[config.mk]
export PLATFORM = sky130hd
export DESIGN_NAME = one_hot_scan_decoder
export DESIGN_NICKNAME = d
export VERILOG_FILES = /design/src/rtl/one_hot_scan_decoder.sv
export SDC_FILE = /design/constraint.sdc
export NUM_CORES = 1
export LEC_CHECK = 0
export CAP_MARGIN = 15
export CORE_UTILIZATION = 40
export CTS_CLUSTER_DIAMETER = 40
export DETAILED_ROUTE_END_ITERATION = 16
export PLACE_DENSITY = 0.63
export SETUP_SLACK_MARGIN = 0.4
export SYNTH_ARGS = -nofsm -noshare
export SYNTH_HDL_FRONTEND = slang
export SYNTH_SLANG_ARGS = --single-unit
[constraint.sdc]
create_clock -name CLK -period 2.24 [get_ports CLK]
set_clock_uncertainty 0.2 [all_clocks]
set_input_delay 0.336 -clock CLK [delete_from_list [all_inputs] [get_ports CLK]]
set_output_delay 0.336 -clock CLK [all_outputs]
set_load 0.01 [all_outputs]
[src/rtl/one_hot_scan_decoder.sv]
// -----------------------------------------------------------------------------
// one_hot_scan_decoder
//   Registered N-to-2**N one-hot decoder. It can either decode A directly or
//   auto-scan through every output position. In scan mode each position is held
//   for dreg+1 cycles.
//
// Ports
//   CLK    in   1      clock, rising edge
//   RST    in   1      asynchronous active-high reset
//   EN     in   1      block enable; 0 clears the outputs and scan state
//   MODE   in   1      0 = direct decode, 1 = auto-scan
//   A      in   N      select code (direct) / scan start index (scan entry)
//   LOAD   in   1      latch DWELL into the dwell register
//   DWELL  in   DW     extra hold cycles per scan step
//   I      out  2**N   registered one-hot output (all-zero when not VALID)
//   VALID  out  1      I carries a valid one-hot code
//   WRAP   out  1      one-cycle pulse when the scan returns to index 0
// -----------------------------------------------------------------------------
module one_hot_scan_decoder #(
   parameter int N  = 2,
   parameter int DW = 8
) (
   input  logic              CLK,
   input  logic              RST,
   input  logic              EN,
   input  logic              MODE,
   input  logic [N-1:0]      A,
   input  logic              LOAD,
   input  logic [DW-1:0]     DWELL,
   output logic [2**N-1:0]   I,
   output logic              VALID,
   output logic              WRAP
);

   localparam int W = 2**N;

   typedef enum logic [1:0] {IDLE, DIRECT, SCAN} state_t;

   state_t          state_q, state_d;
   logic [N-1:0]    idx_q, idx_d;
   logic [DW-1:0]   cnt_q, cnt_d;
   logic [DW-1:0]   dreg_q, dreg_d;
   logic [W-1:0]    i_q, i_d;
   logic            valid_q, valid_d;
   logic            wrap_q, wrap_d;

   // State register
   always_ff @(posedge CLK or posedge RST) begin
      if (RST) begin
         state_q <= IDLE;
         idx_q   <= '0;
         cnt_q   <= '0;
         dreg_q  <= '0;
         i_q     <= '0;
         valid_q <= 1'b0;
         wrap_q  <= 1'b0;
      end else begin
         state_q <= state_d;
         idx_q   <= idx_d;
         cnt_q   <= cnt_d;
         dreg_q  <= dreg_d;
         i_q     <= i_d;
         valid_q <= valid_d;
         wrap_q  <= wrap_d;
      end
   end

   // Next-state logic
   always_comb begin
      state_d = state_q;
      if (!EN)
         state_d = IDLE;
      else if (!MODE)
         state_d = DIRECT;
      else
         state_d = SCAN;
   end

   // Datapath / output logic
   always_comb begin
      idx_d   = '0;
      cnt_d   = '0;
      valid_d = 1'b0;
      wrap_d  = 1'b0;
      // The dwell register is independent of enable, mode and state.
      dreg_d  = LOAD ? DWELL : dreg_q;

      if (EN) begin
         valid_d = 1'b1;
         if (!MODE || state_q != SCAN) begin
            // Direct decode, or scan entry from IDLE/DIRECT: start at A.
            idx_d = A;
         end else if (cnt_q >= dreg_q) begin
            // The >= compare means lowering dreg below cnt mid-step forces an
            // advance, and cnt can never run past dreg.
            idx_d  = idx_q + N'(1);
            wrap_d = (idx_q == {N{1'b1}});
         end else begin
            idx_d = idx_q;
            cnt_d = cnt_q + DW'(1);
         end
      end

      i_d = valid_d ? (W'(1) << idx_d) : '0;
   end

   assign I     = i_q;
   assign VALID = valid_q;
   assign WRAP  = wrap_q;

endmodule

Word-level counts from Yosys, hierarchy flattened --
Index checks and enable logic that the tools add are counted.
Storage, ports and cells: logic and storage cells 28, bits in read-only memories 0, memories 0, flip-flop bits (word level) 26, bits in latches 0, memory bits (writable) 0, input port bits 15
Operators by class: divide/modulo/power cells 0, bitwise logic cells 0, add/sub/neg operators 2, multiply operators 0, reduce and logical (&&, ||, !) cells 2, $lt $le $gt $ge 1, mux-type cells 13, shift-type cells 1, eq/ne operators 2
Operators by type and width (count):
- $mux W8 | 3
- $mux W2 | 5
- $add A8 B1 Y8 const B | 1
- $ge A8 B8 Y1 | 1
- $mux W1 | 4
- $mux W4 | 1
- $shl A1 B2 Y4 const A | 1
- $add A2 B1 Y2 const B | 1
- $eq A2 B2 Y1 const B | 1
- $ne A2 B2 Y1 const B | 1
- $logic_not A1 Y1 | 1
- $logic_or A1 B1 Y1 | 1

Logic depth before layout (Yosys ltp) --
Gate-level depths: netlist (run 1).
word-level depth 6, gate-level depth with buffers 7, gate-level depth less buffers 7

Worst setup path after synthesis (run 1) --
Ideal clock, no wire load.
kind register to register, start point reg cnt_q[2], end point reg i_q[3] (netlist: I[3]), cell stages (with the launch flop) 7, setup slack 24 ps, buffers on the path 0, arrival time 1909 ps, clock period less this slack 2216 ps, setup time 107 ps, cell sequence dfrtp_1 ha_1 a211oi_2 o21ai_2 a21oi_4 mux2_4 a2111oi_4
On the way: cells in the longest elaborated chain, start to end 6
RTL lines:
- start, declared | RTL line 41 | logic [DW-1:0] cnt_q, cnt_d;
- start signal, assigned | RTL line 60 | cnt_q <= cnt_d;
- $ge A8 B8 Y1 | RTL line 93 | end else if (cnt_q >= dreg_q) begin
- $mux W2 | RTL line 93
- $mux W2 | RTL line 90 | if (!MODE || state_q != SCAN) begin
- $mux W2 | RTL line 88 | if (EN) begin
- $shl A1 B2 Y4 | RTL line 104 | i_d = valid_d ? (W'(1) << idx_d) : '0;
- $mux W4 | RTL line 104
- via i_d[3] | RTL line 43 | logic [W-1:0] i_q, i_d;
- end signal, assigned | RTL line 62 | i_q <= i_d;
- end, declared | RTL line 43
The timed path passes the listed nets, and every way through them passes these cells. A chain may end at the register's enable or synchronous reset.

Worst setup path after layout (run 1) --
start point reg dreg_q[2], end point reg i_q[0] (netlist: I[0])
On the way: cells in the longest elaborated chain, start to end 6
RTL lines:
- start, declared | RTL line 42 | logic [DW-1:0] dreg_q, dreg_d;
- start signal, assigned | RTL line 61 | dreg_q <= dreg_d;
- $ge A8 B8 Y1 | RTL line 93
- $mux W2 | RTL line 93
- $mux W2 | RTL line 90
- $mux W2 | RTL line 88
- $shl A1 B2 Y4 | RTL line 104
- $mux W4 | RTL line 104
- via i_d[0] | RTL line 43
The timed path passes the listed nets, and every way through them passes these cells.

==> results.toml, run 1 <==
[sta]
relSlewSlack_pct = 61.8
setup_viol = 0
fin_setup_tns_ps = 0
finalCriticalPeriod_ps = 2060
tightest_slew_ps = 571
maxSlewViolCount = 0
fin_crit_sh_pct = 92.1
grt_setup_unrepaired = "yes"
fin_ws_ps = 176
fmax_ghz = 0.485
hold_viol = 0

[layout]
areaGrowthSynthToFinish_pct = 41.4
diodes = 0
n_fill_cell = 259
fin_nets = 186
drive_gt1_share_pct = 29.4
fin_area_um2 = 1800

[synth]
syn_inst = 121
yosys-mux-area-fraction_pct = 3.93
synth_area_um2 = 1270
synth_compound_area_share_pct = 11.0
synth_nets = 146
synth-simple-area-share_pct = 16.1
synth_xor_area_share_pct = 4.13
synth_top_family_by_area = "simple AND/OR/NAND/NOR gates"
ys_seq_area_share_pct = 51.1
yosysTopAreaCell = "dfrtp_1"
synth_seq_cells = 26
synth-edff-count = 0
synth_warnings = 0
synth_top_area_share_pct = 51.1
synthDistinctLibCells = 29
synth_most_common_cell = "dfrtp_1"
avgSynthCellArea_um2 = 10.5
synth_ff_type = "dfrtp_1"
async_flop_share_pct = 100
yosys-top-cells-area = "dfrtp_1, ha_1, nor2_1, nand2_1, inv_1"
yosys.area_share.adder_pct = 9.83
synthTopCellsByCount = "dfrtp_1, nor2_1, nand2_1"

[pwr]
switchingPower_w = 0.000210
leakagePower_nw = 0.822
netSwitchingFraction_pct = 24.1
total_power_w = 0.000871
max-vdd-ir-drop_v = 0.000311
power.density_nw_per_um2 = 484
share_comb_of_total_power_pct = 16.6
pwr-share-seq_pct = 57.2
clkPwrFrac_pct = 26.2
p_int_w = 0.000662

[cts]
cts_tree = "yes"
clk_latency_ps = 310
clockBufferDepth = 2
cts_buffers = 3
clock-sinks = 26
clk_pin_slew_ps = 130
ctsRootBufferMaster = "clkbuf_4"
htreeDepth = 1

[worst_setup_path]
worstPathMaxFanout = 4
critPathArrivalTime_ps = 2080
critPathKind = "register to register"
cp-start-kind = "register"
cp.required_ps = 2250
crit_path_end_kind = "register"

[die]
start_util_pct = 42.0
dieArea_um2 = 3410
num_rows = 20
dieHeight_um = 58.4
die_w_um = 58.4
ioPinCount = 21
core_um2 = 3030

[route]
postRouteAntennaNets = 0
viasPerCell = 4.62
drcViolationCount = 0
num_vias = 942
drt_iter0_markers = 25
wl_per_cell_um = 11.5
drtPass1Iterations = 3
wirelength_um = 2360

[min_path]
hp-class = "input port to asynchronous set/reset pin"

[grt]
antenna_found_initial = 0
grt_pass1_wl_um = 3930
grt-ovfl-total = 0
grt_max_degree = 19
gr-usage-all-layers_pct = 15.0
first_global_vias = 921

[placed_design]
dp_hpwl_um = 1750
placed_area_um2 = 1580
place_congestion = 0.810
io_buffers = 20
pre_cts_ws_ps = 110

[run_status]
outcome = "finished, final reports clean"

[job]
drv_cap = 0
cell type report:
class                           count  area, µm²  area share, %
Multi-Input combinational cell     82        683           38.0
Sequential cell                    26        652           36.2
Timing Repair Buffer               36        328           18.2
Tap cell                           44       55.1           3.06
Inverter                           12       45.0           2.50
Clock buffer                        4       36.3           2.02
worst paths after layout:
check | from | slack (ps) | end | cells after the start
worst min-delay path | RST | 60 | dreg_q[0]$_DFFE_PP0P_ | 2
worst max register to register | dreg_q[2]$_DFFE_PP0P_ | 180 | I[0]$_DFF_PP0_ | 7
worst min register to register | dreg_q[0]$_DFFE_PP0P_ | 330 | dreg_q[0]$_DFFE_PP0P_ | 1
max in group asynchronous | RST | 1220 | cnt_q[2]$_DFF_PP0_ | 3
min in group CLK | dreg_q[0]$_DFFE_PP0P_ | 330 | dreg_q[0]$_DFFE_PP0P_ | 1
worst max-delay path | dreg_q[2]$_DFFE_PP0P_ | 180 | I[0]$_DFF_PP0_ | 7
repair_timing:
item	CTS	global route
setup endpoints to repair	14	14
resized for setup	9	13
pin swaps	2	9
setup buffers	6	5
hold buffers	0	0
flip-flops by register name, indices dropped and copies added (netlist names):
name / count
cnt_q: 8
dreg_q: 8
I: 4
idx_q: 2
state_q: 2
VALID: 1
WRAP: 1
per-layer routing:
metal / global-route usage (%) / up-vias / wire, µm
met5: 0 / - / 0
met4: 6.12 / 0 / 29
met3: 2.42 / 4 / 69
met2: 26.1 / 13 / 1220
met1: 18.7 / 445 / 1030
li1: - / 480 / -
through the flow:
stage / instances / util [%] / hold slack [ps]
after floorplan: 121 / - / 167
after global placement: 189 / 52.2 / 302
after detailed placement: 189 / 52.2 / 305
after CTS: 199 / 56.2 / 57.8
after global routing: 204 / 59.4 / 68.8
final: 204 / 59.4 / 64.6
placed cells by master (no fill, tap or decap), types with 2 or more instances in the layout:
master           count
o21ai_0              7
and3_1               2
ha_1                 7
nor2_2               2
clkdlybuf4s50_1     20
inv_1               11
dfrtp_1             25
nor2_1              14
xor2_1               5
o21ai_2              2
nand3_1              6
nand2_1             12
clkbuf_4             3
a21oi_2              3
and2_1               2
ha_4                 2
buf_6                2
buf_4               14
worst max-delay path, stage by stage, from the launching register on:
cell	delay [ps]
dfrtp_1	400
inv_2	80
ha_4	200
a211oi_2	180
o21ai_2	90
a21oi_4	210
mux2_4	370
o2111a_1	240
kinds of logic (layout without fill, tap and decap cells):
logic type                 Yosys count  after routing
DFF                                 26             26
buffers and inverters               13             52
AOI/OAI and AO/OA                   17             17
muxes                                4              4
and+or+nand+nor                     45             45
xor gates and xnor gates             6              6
adders and majority gates           10             10
power groups by stage:
| stage | Clock, W | Combinational [W] | Sequential [W] |
|---|---|---|---|
| after global placement | 0 | 0.000124 | 0.000507 |
| after floorplan | 0 | 0.0000673 | 0.000509 |
| after detailed placement | 0 | 0.000126 | 0.000508 |
| after CTS | 0.000241 | 0.000132 | 0.000499 |
| after global routing | 0.000257 | 0.000160 | 0.000501 |
| final | 0.000229 | 0.000144 | 0.000498 |
No activity file was read; power rests on OpenSTA's default activity.
==> inputs of run 2 (changes only) <==
GPL_TIMING_DRIVEN = 0   (was default)
==> run 2 against run 1 <==
Against the previous run: combinational power is essentially flat; maximum frequency shrank 4.0%; global-route usage grew 0.81 points; non-clock buffer count shrank 3; worst hold slack gained 250 ps; clock-buffer cell count shrank 1; total power grew 11%; cell count shrank 1.5%; critical path depth shrank 1; highest routed layer unchanged.
==> results.toml, run 2 (synthesis gave the netlist of run 1 again) <==
[sta]
finalCriticalPeriod_ps = 2150
fmax_ghz = 0.465
grt_setup_unrepaired = "yes"
fin_crit_sh_pct = 96.0
tightest_slew_ps = 979
maxSlewViolCount = 0
setup_viol = 0
hold_viol = 0
whs_ps = 312
relSlewSlack_pct = 34.6
fin_setup_tns_ps = 0

[grt]
first_global_vias = 955
grt_pass1_wl_um = 4050
gr-usage-all-layers_pct = 15.9
grt_max_degree = 27
antenna_found_initial = 0
grt-ovfl-total = 0

[layout]
fin_nets = 183
areaGrowthSynthToFinish_pct = 42.3
diodes = 0
n_fill_cell = 258
drive_gt1_share_pct = 30.6
fin_area_um2 = 1810
layout_common_cells = "dfrtp_1, clkdlybuf4s50_1, nand2_1"
layout_commonest_cell = "dfrtp_1"

[worst_setup_path]
cp-start-kind = "register"
critPathKind = "register to register"
r2r_cells = 6
worstPathMaxFanout = 4
cp.required_ps = 2280
startpoint = "cnt_q[5]$_DFF_PP0_"
critPathArrivalTime_ps = 2190
worstReg2RegStart = "cnt_q[5]$_DFF_PP0_"
r2r_slack_ps = 90
crit_path_end_kind = "register"
r2r-end = "I[0]$_DFF_PP0_"

[route]
drt_iter0_markers = 10
drtPass1Iterations = 4
postRouteAntennaNets = 0
viasPerCell = 4.79
num_vias = 963
wirelength_um = 2660
drcViolationCount = 0
wl_per_cell_um = 13.2

[pwr]
leakagePower_nw = 0.811
max-vdd-ir-drop_v = 0.000449
power.density_nw_per_um2 = 536
total_power_w = 0.000970

[placed_design]
place_congestion = 0.772
io_buffers = 20
placed_area_um2 = 1550
dp_hpwl_um = 1730

[cts]
clock-sinks = 26
htreeDepth = 1
clockBufferDepth = 2
cts_tree = "yes"
cts_buffers = 3
clk_latency_ps = 330
ctsRootBufferMaster = "clkbuf_4"
clk_pin_slew_ps = 140

[min_path]
hp-class = "input port to asynchronous set/reset pin"

[die]
die_w_um = 58.4
dieHeight_um = 58.4
dieArea_um2 = 3410
core_um2 = 3030
ioPinCount = 21
num_rows = 20
start_util_pct = 42.0

[job]
drv_cap = 0

[run_status]
outcome = "finished, final reports clean"
[run 2: changes by cell type in the layout (fill, tap and decap cells not counted), moves of 2 or more]
| cell | previous run | this run |
|---|---|---|
| buf_6 | 2 | 4 |
| nor2_2 | 2 | 8 |
| buf_4 | 14 | 8 |
| nor2_1 | 14 | 7 |
[run 2: routing by layer]
layer / wire (µm) / vias up / GRT usage [%]
li1: - / 475 / -
met1: 1020 / 467 / 17.0
met2: 1520 / 17 / 30.2
met3: 93 / 4 / 4.62
met4: 23 / 0 / 4.08
met5: 0 / - / 0
[run 2: worst max-delay path by stage]
stage / slack [ps] / depth (start not counted) / end
4_1_cts: 110 / 7 / I[2]$_DFF_PP0_
5_1_grt: 20 / 7 / I[2]$_DFF_PP0_
3_5_place_dp: -10 / 6 / I[2]$_DFF_PP0_
3_3_place_gp: 20 / 7 / I[2]$_DFF_PP0_
2_1_floorplan: 220 / 6 / I[0]$_DFF_PP0_
6_report: 90 / 6 / I[0]$_DFF_PP0_
[run 2: power breakdown]
part / total [W] / internal (W) / switching, W
combinational: 0.000145 / 0.0000694 / 0.0000753
sequential: 0.000499 / 0.000491 / 0.00000816
clock: 0.000326 / 0.000181 / 0.000145
total: 0.000970 / 0.000742 / 0.000229
[run 2: through the flow]
stage	std cells	worst slack, ps	util [%]
floorplan	121	215	-
global placement	185	24.5	51.1
detailed placement	185	-10.1	51.1
CTS	196	106	54.9
global route	201	18.9	59.8
finish	201	90.3	59.8
[run 2: timing repair]
item,in CTS,in global routing
buffers inserted,7,5
hold buffers,0,0
resized for setup,3,27
endpoints found under the hold margin,0,0
endpoints found under the setup margin,14,15
pin swaps,1,6
gates cloned,0,0
[run 2: cell type report]
cell class,count,area (µm²),area share [%]
inverter,12,45.0,2.49
tap,44,55.1,3.04
clock inverter,1,30.0,1.66
timing repair buffer,32,305,16.9
clock buffer,3,22.5,1.24
multi-input combinational,82,697,38.5
buffer,1,3.75,0.207
sequential,26,652,36.0
[run 2: critical path, stage by stage (launching register included)]
cell,delay (ps)
dfrtp_1,420
ha_1,330
a21oi_2,170
o21ai_2,90
a21oi_4,240
mux2_4,370
o2111a_1,240
